===== config.mk =====
export PLATFORM = sky130hd
export DESIGN_NAME = cpu_loader
export DESIGN_NICKNAME = d
export VERILOG_FILES = /design/src/rtl/cpu_loader.sv
export SDC_FILE = /design/constraint.sdc
export NUM_CORES = 1
export LEC_CHECK = 0
export BUFFER_PORTS_ARGS = -buffer_cell sky130_fd_sc_hd__buf_2
export CAP_MARGIN = 20
export CORE_AREA = 2 2 153 155
export DETAILED_ROUTE_END_ITERATION = 16
export DIE_AREA = 0 0 155 157
export GPL_ROUTABILITY_DRIVEN = 0
export PLACE_DENSITY = 0.47
export SETUP_SLACK_MARGIN = 0.05
export SLEW_MARGIN = 20
export SYNTH_ARGS = -nofsm -noshare
export SYNTH_HDL_FRONTEND = slang
export SYNTH_SLANG_ARGS = --single-unit

===== constraint.sdc =====
create_clock -name clk -period 5.7 [get_ports clk]
set_clock_uncertainty 0.05 [all_clocks]
set_input_delay 0.285 -clock clk [delete_from_list [all_inputs] [get_ports clk]]
set_output_delay 0.285 -clock clk [all_outputs]
set_load 0.005 [all_outputs]

===== src/rtl/cpu_loader.sv =====
// ---------------------------------------------------------------------------
// cpu_loader
//   Boot/run sequencer placed in front of the cpu top. A valid/ready word
//   stream is written first into instruction memory (32-bit words), then into
//   data memory (64-bit words). After that the cpu enable is held high for a
//   programmed number of cycles, and completion is reported.
//
//   Optional build macro: CPU_LOADER_DUMP_EN
//     When defined, a DUMP state follows RUN. It streams every data-memory
//     word out on an m_valid/m_ready port before DONE is reached.
//
// Ports
//   clk, arst               clock and asynchronous active-high reset
//   start, run_cycles       begin a sequence and set the RUN length (sampled on start)
//   s_valid/s_data/s_last   inbound load stream; s_ready is high in the load phases
//   cpu_enable              high for exactly run_cycles cycles in RUN
//   addr_ext..wdata_ext     instruction memory port (byte address)
//   addr_ext_2..rdata_ext_2 data memory port (byte address)
//   busy, done, overflow    status; overflow is sticky until the next start
//   m_valid/m_data/m_last/m_ready  dump stream (CPU_LOADER_DUMP_EN only)
// ---------------------------------------------------------------------------
module cpu_loader #(
    parameter int IMEM_WORDS = 512,
    parameter int DMEM_WORDS = 1024,
    parameter int CNT_W      = 32
) (
    input  logic             clk,
    input  logic             arst,
    input  logic             start,
    input  logic [CNT_W-1:0] run_cycles,
    input  logic             s_valid,
    input  logic [63:0]      s_data,
    input  logic             s_last,
    output logic             s_ready,
    output logic             cpu_enable,
    output logic [63:0]      addr_ext,
    output logic             wen_ext,
    output logic             ren_ext,
    output logic [31:0]      wdata_ext,
    output logic [63:0]      addr_ext_2,
    output logic             wen_ext_2,
    output logic             ren_ext_2,
    output logic [63:0]      wdata_ext_2,
    input  logic [63:0]      rdata_ext_2,
`ifdef CPU_LOADER_DUMP_EN
    output logic             m_valid,
    output logic [63:0]      m_data,
    output logic             m_last,
    input  logic             m_ready,
`endif
    output logic             busy,
    output logic             done,
    output logic             overflow
);

    // The word counter must be able to hold the capacity value itself, so
    // that a saturated counter keeps flagging "full" for every extra word.
    localparam int MAX_WORDS = (IMEM_WORDS > DMEM_WORDS) ? IMEM_WORDS : DMEM_WORDS;
    localparam int WC_W      = $clog2(MAX_WORDS + 1);

    typedef enum logic [2:0] {
        S_IDLE,
        S_LOAD_I,
        S_LOAD_D,
        S_RUN,
`ifdef CPU_LOADER_DUMP_EN
        S_DUMP,
`endif
        S_DONE
    } state_t;

    state_t            r_state;
    state_t            w_state_next;
    logic [WC_W-1:0]   r_cnt;
    logic [CNT_W-1:0]  r_run;
    logic              r_overflow;

    logic              w_xfer;
    logic              w_i_full;
    logic              w_d_full;
    logic              w_start_ok;

    assign s_ready    = (r_state == S_LOAD_I) || (r_state == S_LOAD_D);
    assign w_xfer     = s_valid && s_ready;
    assign w_i_full   = (r_cnt == WC_W'(IMEM_WORDS));
    assign w_d_full   = (r_cnt == WC_W'(DMEM_WORDS));
    assign w_start_ok = start && ((r_state == S_IDLE) || (r_state == S_DONE));

`ifdef CPU_LOADER_DUMP_EN
    logic              r_rd_pend;   // read issued last cycle, data arrives now
    logic              r_m_valid;
    logic [63:0]       r_m_data;
    logic              r_m_last;
    logic              w_ren2;
    logic              w_m_hs;

    // Only one read is ever outstanding: nothing is issued while a word is
    // in flight from memory or waiting on the output handshake.
    assign w_ren2  = (r_state == S_DUMP) && !r_m_valid && !r_rd_pend;
    assign w_m_hs  = r_m_valid && m_ready;
    assign m_valid = r_m_valid;
    assign m_data  = r_m_data;
    assign m_last  = r_m_last;
    localparam state_t S_AFTER_RUN = S_DUMP;
`else
    logic              w_unused;
    assign w_unused = ^rdata_ext_2;
    localparam state_t S_AFTER_RUN = S_DONE;
`endif

    // Next-state logic
    always_comb begin
        w_state_next = r_state;
        case (r_state)
            S_IDLE, S_DONE: begin
                if (start) w_state_next = S_LOAD_I;
            end
            S_LOAD_I: begin
                if (w_xfer && s_last) w_state_next = S_LOAD_D;
            end
            S_LOAD_D: begin
                if (w_xfer && s_last)
                    w_state_next = (r_run == '0) ? S_AFTER_RUN : S_RUN;
            end
            S_RUN: begin
                // r_run holds the number of RUN cycles still to go, including this one.
                if (r_run <= CNT_W'(1)) w_state_next = S_AFTER_RUN;
            end
`ifdef CPU_LOADER_DUMP_EN
            S_DUMP: begin
                if (w_m_hs && r_m_last) w_state_next = S_DONE;
            end
`endif
            default: w_state_next = S_IDLE;
        endcase
    end

    // State, counters and status
    always_ff @(posedge clk or posedge arst) begin
        if (arst) begin
            r_state    <= S_IDLE;
            r_cnt      <= '0;
            r_run      <= '0;
            r_overflow <= 1'b0;
        end else begin
            r_state <= w_state_next;
            case (r_state)
                S_IDLE, S_DONE: begin
                    if (w_start_ok) begin
                        r_cnt      <= '0;
                        r_run      <= run_cycles;
                        r_overflow <= 1'b0;
                    end
                end
                S_LOAD_I: begin
                    if (w_xfer) begin
                        if (w_i_full) r_overflow <= 1'b1;
                        if (s_last)
                            r_cnt <= '0;
                        else if (!w_i_full)
                            r_cnt <= r_cnt + WC_W'(1);
                    end
                end
                S_LOAD_D: begin
                    if (w_xfer) begin
                        if (w_d_full) r_overflow <= 1'b1;
                        if (s_last)
                            r_cnt <= '0;
                        else if (!w_d_full)
                            r_cnt <= r_cnt + WC_W'(1);
                    end
                end
                S_RUN: begin
                    r_run <= r_run - CNT_W'(1);
                end
`ifdef CPU_LOADER_DUMP_EN
                S_DUMP: begin
                    if (w_m_hs) begin
                        r_cnt <= r_m_last ? '0 : r_cnt + WC_W'(1);
                    end
                end
`endif
                default: ;
            endcase
        end
    end

`ifdef CPU_LOADER_DUMP_EN
    // Dump output register: captures memory data one cycle after the read
    // and holds it until the consumer takes it.
    always_ff @(posedge clk or posedge arst) begin
        if (arst) begin
            r_rd_pend <= 1'b0;
            r_m_valid <= 1'b0;
            r_m_data  <= '0;
            r_m_last  <= 1'b0;
        end else begin
            r_rd_pend <= w_ren2;
            if (r_rd_pend) begin
                r_m_valid <= 1'b1;
                r_m_data  <= rdata_ext_2;
                r_m_last  <= (r_cnt == WC_W'(DMEM_WORDS - 1));
            end else if (w_m_hs) begin
                r_m_valid <= 1'b0;
                r_m_last  <= 1'b0;
            end
        end
    end
    assign ren_ext_2 = w_ren2;
`else
    assign ren_ext_2 = 1'b0;
`endif

    // Memory ports: combinational from the registered state and counter.
    // Addresses and data are forced to zero outside the phases that use them.
    assign wen_ext     = (r_state == S_LOAD_I) && w_xfer && !w_i_full;
    assign ren_ext     = 1'b0;
    assign addr_ext    = (r_state == S_LOAD_I) ? (64'(r_cnt) << 2) : 64'd0;
    assign wdata_ext   = (r_state == S_LOAD_I) ? s_data[31:0] : 32'd0;

    assign wen_ext_2   = (r_state == S_LOAD_D) && w_xfer && !w_d_full;
`ifdef CPU_LOADER_DUMP_EN
    assign addr_ext_2  = ((r_state == S_LOAD_D) || (r_state == S_DUMP)) ?
                         (64'(r_cnt) << 3) : 64'd0;
`else
    assign addr_ext_2  = (r_state == S_LOAD_D) ? (64'(r_cnt) << 3) : 64'd0;
`endif
    assign wdata_ext_2 = (r_state == S_LOAD_D) ? s_data : 64'd0;

    assign cpu_enable  = (r_state == S_RUN);
    assign busy        = (r_state != S_IDLE) && (r_state != S_DONE);
    assign done        = (r_state == S_DONE);
    assign overflow    = r_overflow;

endmodule


# Word level (Yosys, flattened, before mapping)
# Cells that the tools add are included.
[totals] out_inout_bits=233 ff_bits=47
[classes] n_addsub=2 order_cmp=1 mux=26 eq_ne=18 n_reduce_logical=22
[ops] cell="11-bit 2-to-1 mux" n=7
[ops] cell="32-bit 2-to-1 mux" n=2
[ops] cell="64-bit 2-to-1 mux" n=1
[ops] cell="32-bit case mux with 2 select lines" n=1
[ops] cell="11-bit case mux with 3 select lines" n=1
[ops] cell="32-bit by 1-bit less-or-equal comparator with 1-bit output, second input constant" n=1
[ops] cell="32-bit logical NOT" n=1
[ops] cell="32-bit by 1-bit subtractor with 32-bit output, second input constant" n=1
[ops] cell="3-bit 2-to-1 mux" n=5
[ops] cell="14-bit 2-to-1 mux" n=1
[ops] cell="13-bit 2-to-1 mux" n=1
[ops] cell="2-bit != test, second input constant" n=6
[ops] cell="3-bit case mux with 4 select lines" n=1
[ops] cell="6-bit AND reduction" n=2
[ops] cell="11-bit by 1-bit adder with 11-bit output, second input constant" n=1
[ops] cell="11-bit by 10-bit equality test with 1-bit output, second input constant" n=1
[ops] cell="11-bit equality test, second input constant" n=1
[ops] cell="3-bit != test, second input constant" n=3
[ops] cell="1-bit logical AND" n=8
[ops] cell="3-bit by 2-bit equality test with 1-bit output, second input constant" n=2
[ops] cell="2-bit by 1-bit != test with 1-bit output, second input constant" n=3
[ops] cell="3-bit nonzero test" n=2
[ops] cell="1-bit 2-to-1 mux" n=5
[ops] cell="4-bit AND reduction" n=1
[ops] cell="other kinds (9)" n=11

# Longest topological paths before layout
# Gate-level depths: netlist of the first run.
[logic_depth] depth_word=6 mapped_depth=8 mapped_depth_nobuf=7

# Least setup slack after synthesis of the first run
# OpenSTA, ideal clock, no wires.
[synth_path] path_type="flip-flop to flip-flop" from="reg r_run[2]" to="reg r_run[15]" setup_ns=0.144 path_buffers=0 path_stages_with_launch=6 setup_slack_ns=3.748 t_arrival_ns=1.757 required_ns=5.506 cell_sequence="dfrtp_1 nor4_4 nand2b_1 or4_4 o311ai_2 o311ai_2"
[synth_via] elab_chain_len=2
[synth_rtl] element="start, declared" line_no="75" text="logic [CNT_W-1:0] r_run;"
[synth_rtl] element="start signal, assigned" line_no="151" text="r_run <= run_cycles;"
[synth_rtl] element="start signal, assigned" line_no="174" text="r_run <= r_run - CNT_W'(1);"
[synth_rtl] element="32-bit by 1-bit subtractor with 32-bit output" line_no="174"
[synth_rtl] element="32-bit case mux with 2 select lines" line_no="147" text="case (r_state)"
# No other way between the ends.
# A chain may end at the register's enable or synchronous reset.

# Worst setup path after layout of the first run
[layout_path] from="reg r_state[0]" to="reg r_run[20]"
[layout_via] elab_chain_len=5 elab_cells_between_ends=10 cone_classes="eq/ne (3); mux (1); reduce/logical (6)"
[layout_rtl] element="start, declared" line_no="72" text="state_t r_state;"
[layout_rtl] element="start signal, assigned" line_no="146" text="r_state <= w_state_next;"
[layout_rtl] element="3-bit equality test or 3-bit logical NOT (tied branches)" line_no="87, 147"
[layout_rtl] element="1-bit logical OR" line_no="87" text="assign w_start_ok = start && ((r_state == S_IDLE) || (r_state == S_DONE));"
[layout_rtl] element="1-bit logical AND" line_no="87"
[layout_rtl] element="2-bit != test (no line)"
[layout_rtl] element="2-bit AND reduction (no line)"
# Several ways; a longest one is shown, not always the timed one.

==> reports/qor.txt, run 1 <==
outcome = completed
Unique masters post-synth = 63
Sw Ratio = 46.9%
area leader, netlist = dfrtp_1
Die Area = 0.0243 mm2
DRC = 0
Critical Path, Cell by Cell = nand3_1 > clkinv_1 > nand3_1 > nor3_2 > a31oi_1 > a221o_1
DR WL/cell = 13.7 um
Num Clock Sinks = 47
PortBufs = 225
f_max = 0.341 GHz
P_sw = 1.01 mW
Hold Violations, Final = 0
Die Span Y = 157 um
WP data required = 5.84 ns
Critical Path Fanout Max = 18
CTS tree = yes
Final min period = 2.93 ns
Total Wirelength = 14,800 um
number of gates resized after CTS = 0
final setup vio count = 0
most instantiated cells after synthesis = and2_1 (116), buf_4 (109), dfrtp_1 (47), nor2_1 (42), nand2_1 (35)
sequential-to-total area share from yosys stat = 25.4%
Setup TNS = 0 ns
critical path's most frequent cell = nand3_1
Mapped Cells = 589
worst min path class = input port to async pin
clock power share = 14.7%
yosys warns = 0
WHS = 0.103 ns
share of post-route cells with drive strength above 1 = 32.8%
synthesis-to-layout area growth = 24.9%
Max-Cap Viols = 0
Worst path max stage delay = 0.64 ns
CP Capture Type = flip-flop
Reg power frac = 31.4%
Clock Tree Buf Depth = 2
ranking of synthesized cells by area = dfrtp_1 (25%), buf_4 (18%), and2_1 (16%)
RSZ-0062 raised after global routing = no
cts bufs inserted = 5
Setup CP Type = flip-flop to flip-flop
Cell Area, Synth = 0.00462 mm2
Initial Util = 20.5%
IO Pins = 398
vias in the first global route = 3,840
crit share post-route = 51.5%
area share of the largest cell type after synthesis = 25.4%
Synth Flop Type = dfrtp_1
Slew @ Worst Pin = 0.934 ns
count leader, synth = and2_1
H-tree depth = 2
Pre-antenna DRT Iters = 5
Max VDD drop = 0.158 mV
die outline width = 155 um
total power = 2.15 mW
core footprint = 0.0225 mm2
initial antenna violation count = 2
max-slew violation count = 0
Comb pwr share = 53.9%
grt total ovfl = 0
vias per inst = 4.10
wire length of the first global-routing pass = 21,500 um
CP delay by family, top = simple AND/OR/NAND/NOR gates
Routed Antenna Nets = 0
power per standard cell area = 372 mW/mm2
Leakage = 3.01 nW
worst-skew pair later-pin latency = 0.30 ns
flops & latches, synth = 47
estimated wirelength of the detail-placed design = 11,500 um
crit path buf inv count = 1
Data arrival, critical path = 3.07 ns
Final #Nets = 960
EDFF count, synth = 0
Avg Inst Size Synth = 7.85 um2
Hold Buf Count CTS = 0
P_int = 1.14 mW
Reg clk slew, reported paths = 0.08 ns
via count = 4,421
Max-slew headroom = 37.7%
GRT Resource Usage Total = 11.0%
Critical Path Start Type = flip-flop
DRT iter0 DRCs = 170
CTS root buf = clkbuf_16
CP max-delay cell = dfrtp_1
post-CTS setup buffer count = 0
largest net degree at the start of global routing = 48
num rows = 55
ys async rst share = 100%
## cells by family after synthesis
kind of cell               share of synthesized area, %
AOI/OAI and AO/OA                                  15.2
muxes                                             0.433
xor gates and xnor gates                          0.189
DFF                                                25.4
and+or+nand+nor                                    36.2
buffers and inverters                              21.4
adders and majority gates                          1.08
other                                            0.0811
## metal layers
layer / track usage (%) / up-vias / wire [um]
met5: 0 / - / 0
met4: 1.85 / 0 / 104
met3: 1.98 / 7 / 933
met2: 19.3 / 197 / 7250
met1: 14.4 / 1999 / 6510
li1: - / 2218 / -
## worst register-to-register path, stage by stage (launching register included)
cell and delay [ns]:
dfrtp_1 0.64, nand3_1 0.51, clkinv_1 0.50, nand3_1 0.20, nor3_2 0.46, a31oi_1 0.18
a221o_1 0.28
## layout make-up
| type | instances | area (um2) |
|---|---|---|
| well taps | 285 | 357 |
| diodes | 1 | 2.50 |
| clock inverters | 3 | 27.5 |
| repair buffers | 228 | 1170 |
| clock buffers | 5 | 125 |
| flip-flops and latches | 47 | 1180 |
| fillers | 2477 | 16700 |
| multi-input cells | 497 | 2870 |
| inverters | 12 | 45.0 |
## cells in the final DEF, fill, tap and decap left out, types with 8 or more instances in the layout
cell type / instances
o21ai_0: 21
a211oi_1: 8
conb_1: 108
nor2_1: 40
nand3_1: 17
and2_1: 116
inv_1: 10
a21oi_1: 13
o31ai_1: 8
nand2_1: 35
buf_2: 225
nor3_1: 22
nand2b_1: 8
dfrtp_1: 47
## state kept, by name, summed over array words and instances, names as in the netlist
| signal | count |
|---|---|
| r_run | 32 |
| overflow | 1 |
| r_state | 3 |
| r_cnt | 11 |
## through the flow
step	worst slack [ns]	utilization [%]	cells	cell area, um2
final	2.77	25.7	1078	5770
after global routing	2.49	25.6	1077	5770
after CTS	2.76	25.6	1077	5770
after detailed placement	2.79	25.0	1069	5620
after global placement	2.83	24.8	1068	5590
after floorplan	3.75	-	696	5020
## final timing paths
path	startpoint	endpoint	slack, ns	depth (start not counted)
worst max-delay path	r_state[0]$_DFFE_PP0P_	r_run[20]$_DFFE_PP0P_	2.77	6
worst max register to register	r_state[0]$_DFFE_PP0P_	r_run[20]$_DFFE_PP0P_	2.77	6
worst min register to register	r_run[30]$_DFFE_PP0P_	r_run[30]$_DFFE_PP0P_	0.47	1
max in group asynchronous	arst	r_cnt[3]$_DFFE_PP0P_	5.05	3
min in group clk	run_cycles[11]	r_run[11]$_DFFE_PP0P_	0.14	2
worst min-delay path	arst	r_run[11]$_DFFE_PP0P_	0.10	3
## power groups by stage
stage | clock network (mW) | registers, mW | logic (mW)
after CTS | 0.329 | 0.672 | 1.18
after floorplan | 0 | 0.605 | 0.840
after global routing | 0.337 | 0.705 | 1.31
final | 0.317 | 0.674 | 1.16
after detailed placement | 0 | 0.677 | 1.17
after global placement | 0 | 0.678 | 1.15
Note: power is estimated with default switching activity, not from simulation.
==> run 2: changes to the inputs <==
CORE_AREA = 2 2 154 156   (was 2 2 153 155)
DIE_AREA = 0 0 156 158   (was 0 0 155 157)
clock period = 2.7 ns   (was 5.7 ns; I/O delays follow)
==> reports/qor.txt, run 2 (synthesis results as in run 1) <==
Max VDD drop = 0.290 mV (+84%)
share of post-route cells with drive strength above 1 = 33.7% (+0.87 points)
initial antenna violation count = 3 (+1)
commonest non-fill, non-tap cell in the layout = buf_2
cts bufs inserted = 5 (unchanged)
total power = 4.71 mW (+120%)
die outline width = 156 um (+0.65%)
Worst path max stage delay = 0.60 ns (-0.04 ns)
f_max = 0.427 GHz
outcome = completed
post-CTS setup buffer count = 0 (unchanged)
clock power share = 14.0% (-0.7 points)
CP max-delay cell = dfrtp_1
DRT iter0 DRCs = 179 (+5.3%)
core footprint = 0.0231 mm2 (+2.4%)
worst min path class = input port to flip-flop
met2 WL = 8410 um (+16%)
Data arrival, critical path = 2.16 ns (-0.91 ns)
vias per inst = 4.12 (+0.57%)
Sw Ratio = 46.4% (-0.48 points)
most frequent cells in the layout = buf_2 (225), and2_1 (116), conb_1 (108), dfrtp_1 (47), nor2_1 (40)
CP delay by family, top = simple AND/OR/NAND/NOR gates
Setup TNS = 0 ns (unchanged)
number of gates resized after CTS = 0 (unchanged)
Hold Violations, Final = 0 (unchanged)
Pre-antenna DRT Iters = 4 (-1)
Max-slew headroom = 53.7% (+16 points)
Slew @ Worst Pin = 0.694 ns (-0.240 ns)
Critical Path Start Type = flip-flop
Max-Cap Viols = 0 (unchanged)
Reg clk slew, reported paths = 0.08 ns (about the same)
via count = 4,566 (+3.3%)
CP Capture Type = output port
final setup vio count = 0 (unchanged)
Critical Path Fanout Max = 28 (+10)
largest net degree at the start of global routing = 48 (unchanged)
Critical Path, Cell by Cell = nand2b_1 > nor2_4 > buf_12 > and2_1 > buf_2
met1 WL = 6740 um (+3.6%)
Initial Util = 20.1% (-0.49 points)
Die Area = 0.0246 mm2 (+1.3%)
WP data required = 2.52 ns (-3.32 ns)
PortBufs = 225 (unchanged)
H-tree depth = 2 (unchanged)
CTS root buf = clkbuf_16
wire length of the first global-routing pass = 23,400 um (+8.8%)
Final min period = 2.34 ns
crit share post-route = 86.7%
power per standard cell area = 785 mW/mm2 (+110%)
worst-skew pair later-pin latency = 0.30 ns (about the same)
Die Span Y = 158 um (+0.64%)
Largest regs = r_run (32), r_cnt (11), r_state (3)
synthesis-to-layout area growth = 29.7%
Leakage = 3.12 nW (+3.8%)
met3 WL = 1160 um (+24%)
CTS tree = yes
Reg power frac = 30.4% (-1.0 points)
P_int = 2.52 mW (+120%)
vias in the first global route = 4,009 (+4.4%)
Setup CP Type = flip-flop to output port
grt total ovfl = 0 (unchanged)
top routing layer used = met5
DRC = 0 (unchanged)
num rows = 56 (+1.8%)
crit path buf inv count = 2 (+1)
IO Pins = 398 (unchanged)
Final #Nets = 984 (+2.5%)
max-slew violation count = 0 (unchanged)
GRT Resource Usage Total = 12.5% (+1.5 points)
Comb pwr share = 55.6% (+1.7 points)
Routed Antenna Nets = 0 (unchanged)
Clock Tree Buf Depth = 2 (unchanged)
Num Clock Sinks = 47 (unchanged)
RSZ-0062 raised after global routing = no
estimated wirelength of the detail-placed design = 13,000 um (+13%)
register name with the most flops = r_run
DR WL/cell = 14.9 um (+8.8%)
Total Wirelength = 16,500 um (+12%)
number of flip-flops in the largest register = 32 (unchanged)
P_sw = 2.18 mW (+120%)
## run 2: cell count changes in the layout (fill, tap and decap cells not counted)
cell,previous run,this run
buf_4,2,15
dlygate4sd3_1,0,8
buf_12,0,4
buf_16,1,0
clkbuf_1,0,1
inv_8,1,0
nor2_2,2,3
nor2_4,2,1
## run 2: stage by stage
| stage | cells | worst slack [ns] | utilization, % | hold WS [ns] | area, um2 |
|---|---|---|---|---|---|
| CTS | 1106 | 0.276 | 26.0 | 0.00404 | 6000 |
| floorplan | 696 | 0.748 | - | 0.201 | 5020 |
| global placement | 1090 | 0.467 | 25.0 | 0.289 | 5770 |
| global route | 1106 | 0.147 | 26.0 | 0.0129 | 6000 |
| finish | 1107 | 0.360 | 26.0 | 0.00492 | 6000 |
| detailed placement | 1090 | 0.458 | 25.0 | 0.290 | 5770 |
## run 2: worst paths after layout
path                       slack [ns]  cells past startpoint                     to                    from
setup reg to reg                 0.43                      6  r_run[11]$_DFFE_PP0P_  r_state[0]$_DFFE_PP0P_
hold / removal                  0.005                      3  r_run[23]$_DFFE_PP0P_          run_cycles[23]
setup / recovery                 0.36                      5        wdata_ext_2[39]  r_state[1]$_DFFE_PP0P_
max in group asynchronous        1.63                      4   r_cnt[1]$_DFFE_PP0P_                    arst
min in group asynchronous        0.52                      4   r_cnt[7]$_DFFE_PP0P_                    arst
hold reg to reg                  0.45                      1   overflow$_DFFE_PP0P_    overflow$_DFFE_PP0P_
## run 2: what timing repair did
action,CTS,global route
endpoints found under the setup margin,0,0
hold endpoints to repair,9,0
hold buffers,8,0
## run 2: layout make-up
cell class / count / area [um2]
fill: 2547 / 17100
clock inverter: 2 / 16.3
tap: 290 / 363
multi-input combinational: 497 / 2870
sequential: 47 / 1180
clock buffer: 6 / 129
inverter: 12 / 45.0
antenna: 1 / 2.50
timing repair buffer: 252 / 1400
## run 2: metal layers
layer	GRT usage [%]	vias to the layer above
met5	0	-
li1	-	2264
met1	14.5	2085
met2	23.1	198
met3	3.15	15
met4	2.93	4
## run 2: power by group through the flow
stage | Clock, mW | Combinational [mW] | Sequential, mW
final | 0.658 | 2.62 | 1.43
after global routing | 0.717 | 2.97 | 1.49
after CTS | 0.693 | 2.67 | 1.42
after detailed placement | 0 | 2.66 | 1.43
after global placement | 0 | 2.66 | 1.43
after floorplan | 0 | 1.77 | 1.28
## run 2: tightest hold or removal path, stage by stage
cell and delay, ns:
buf_2 0.08, nand2_1 0.05, o21ai_0 0.06
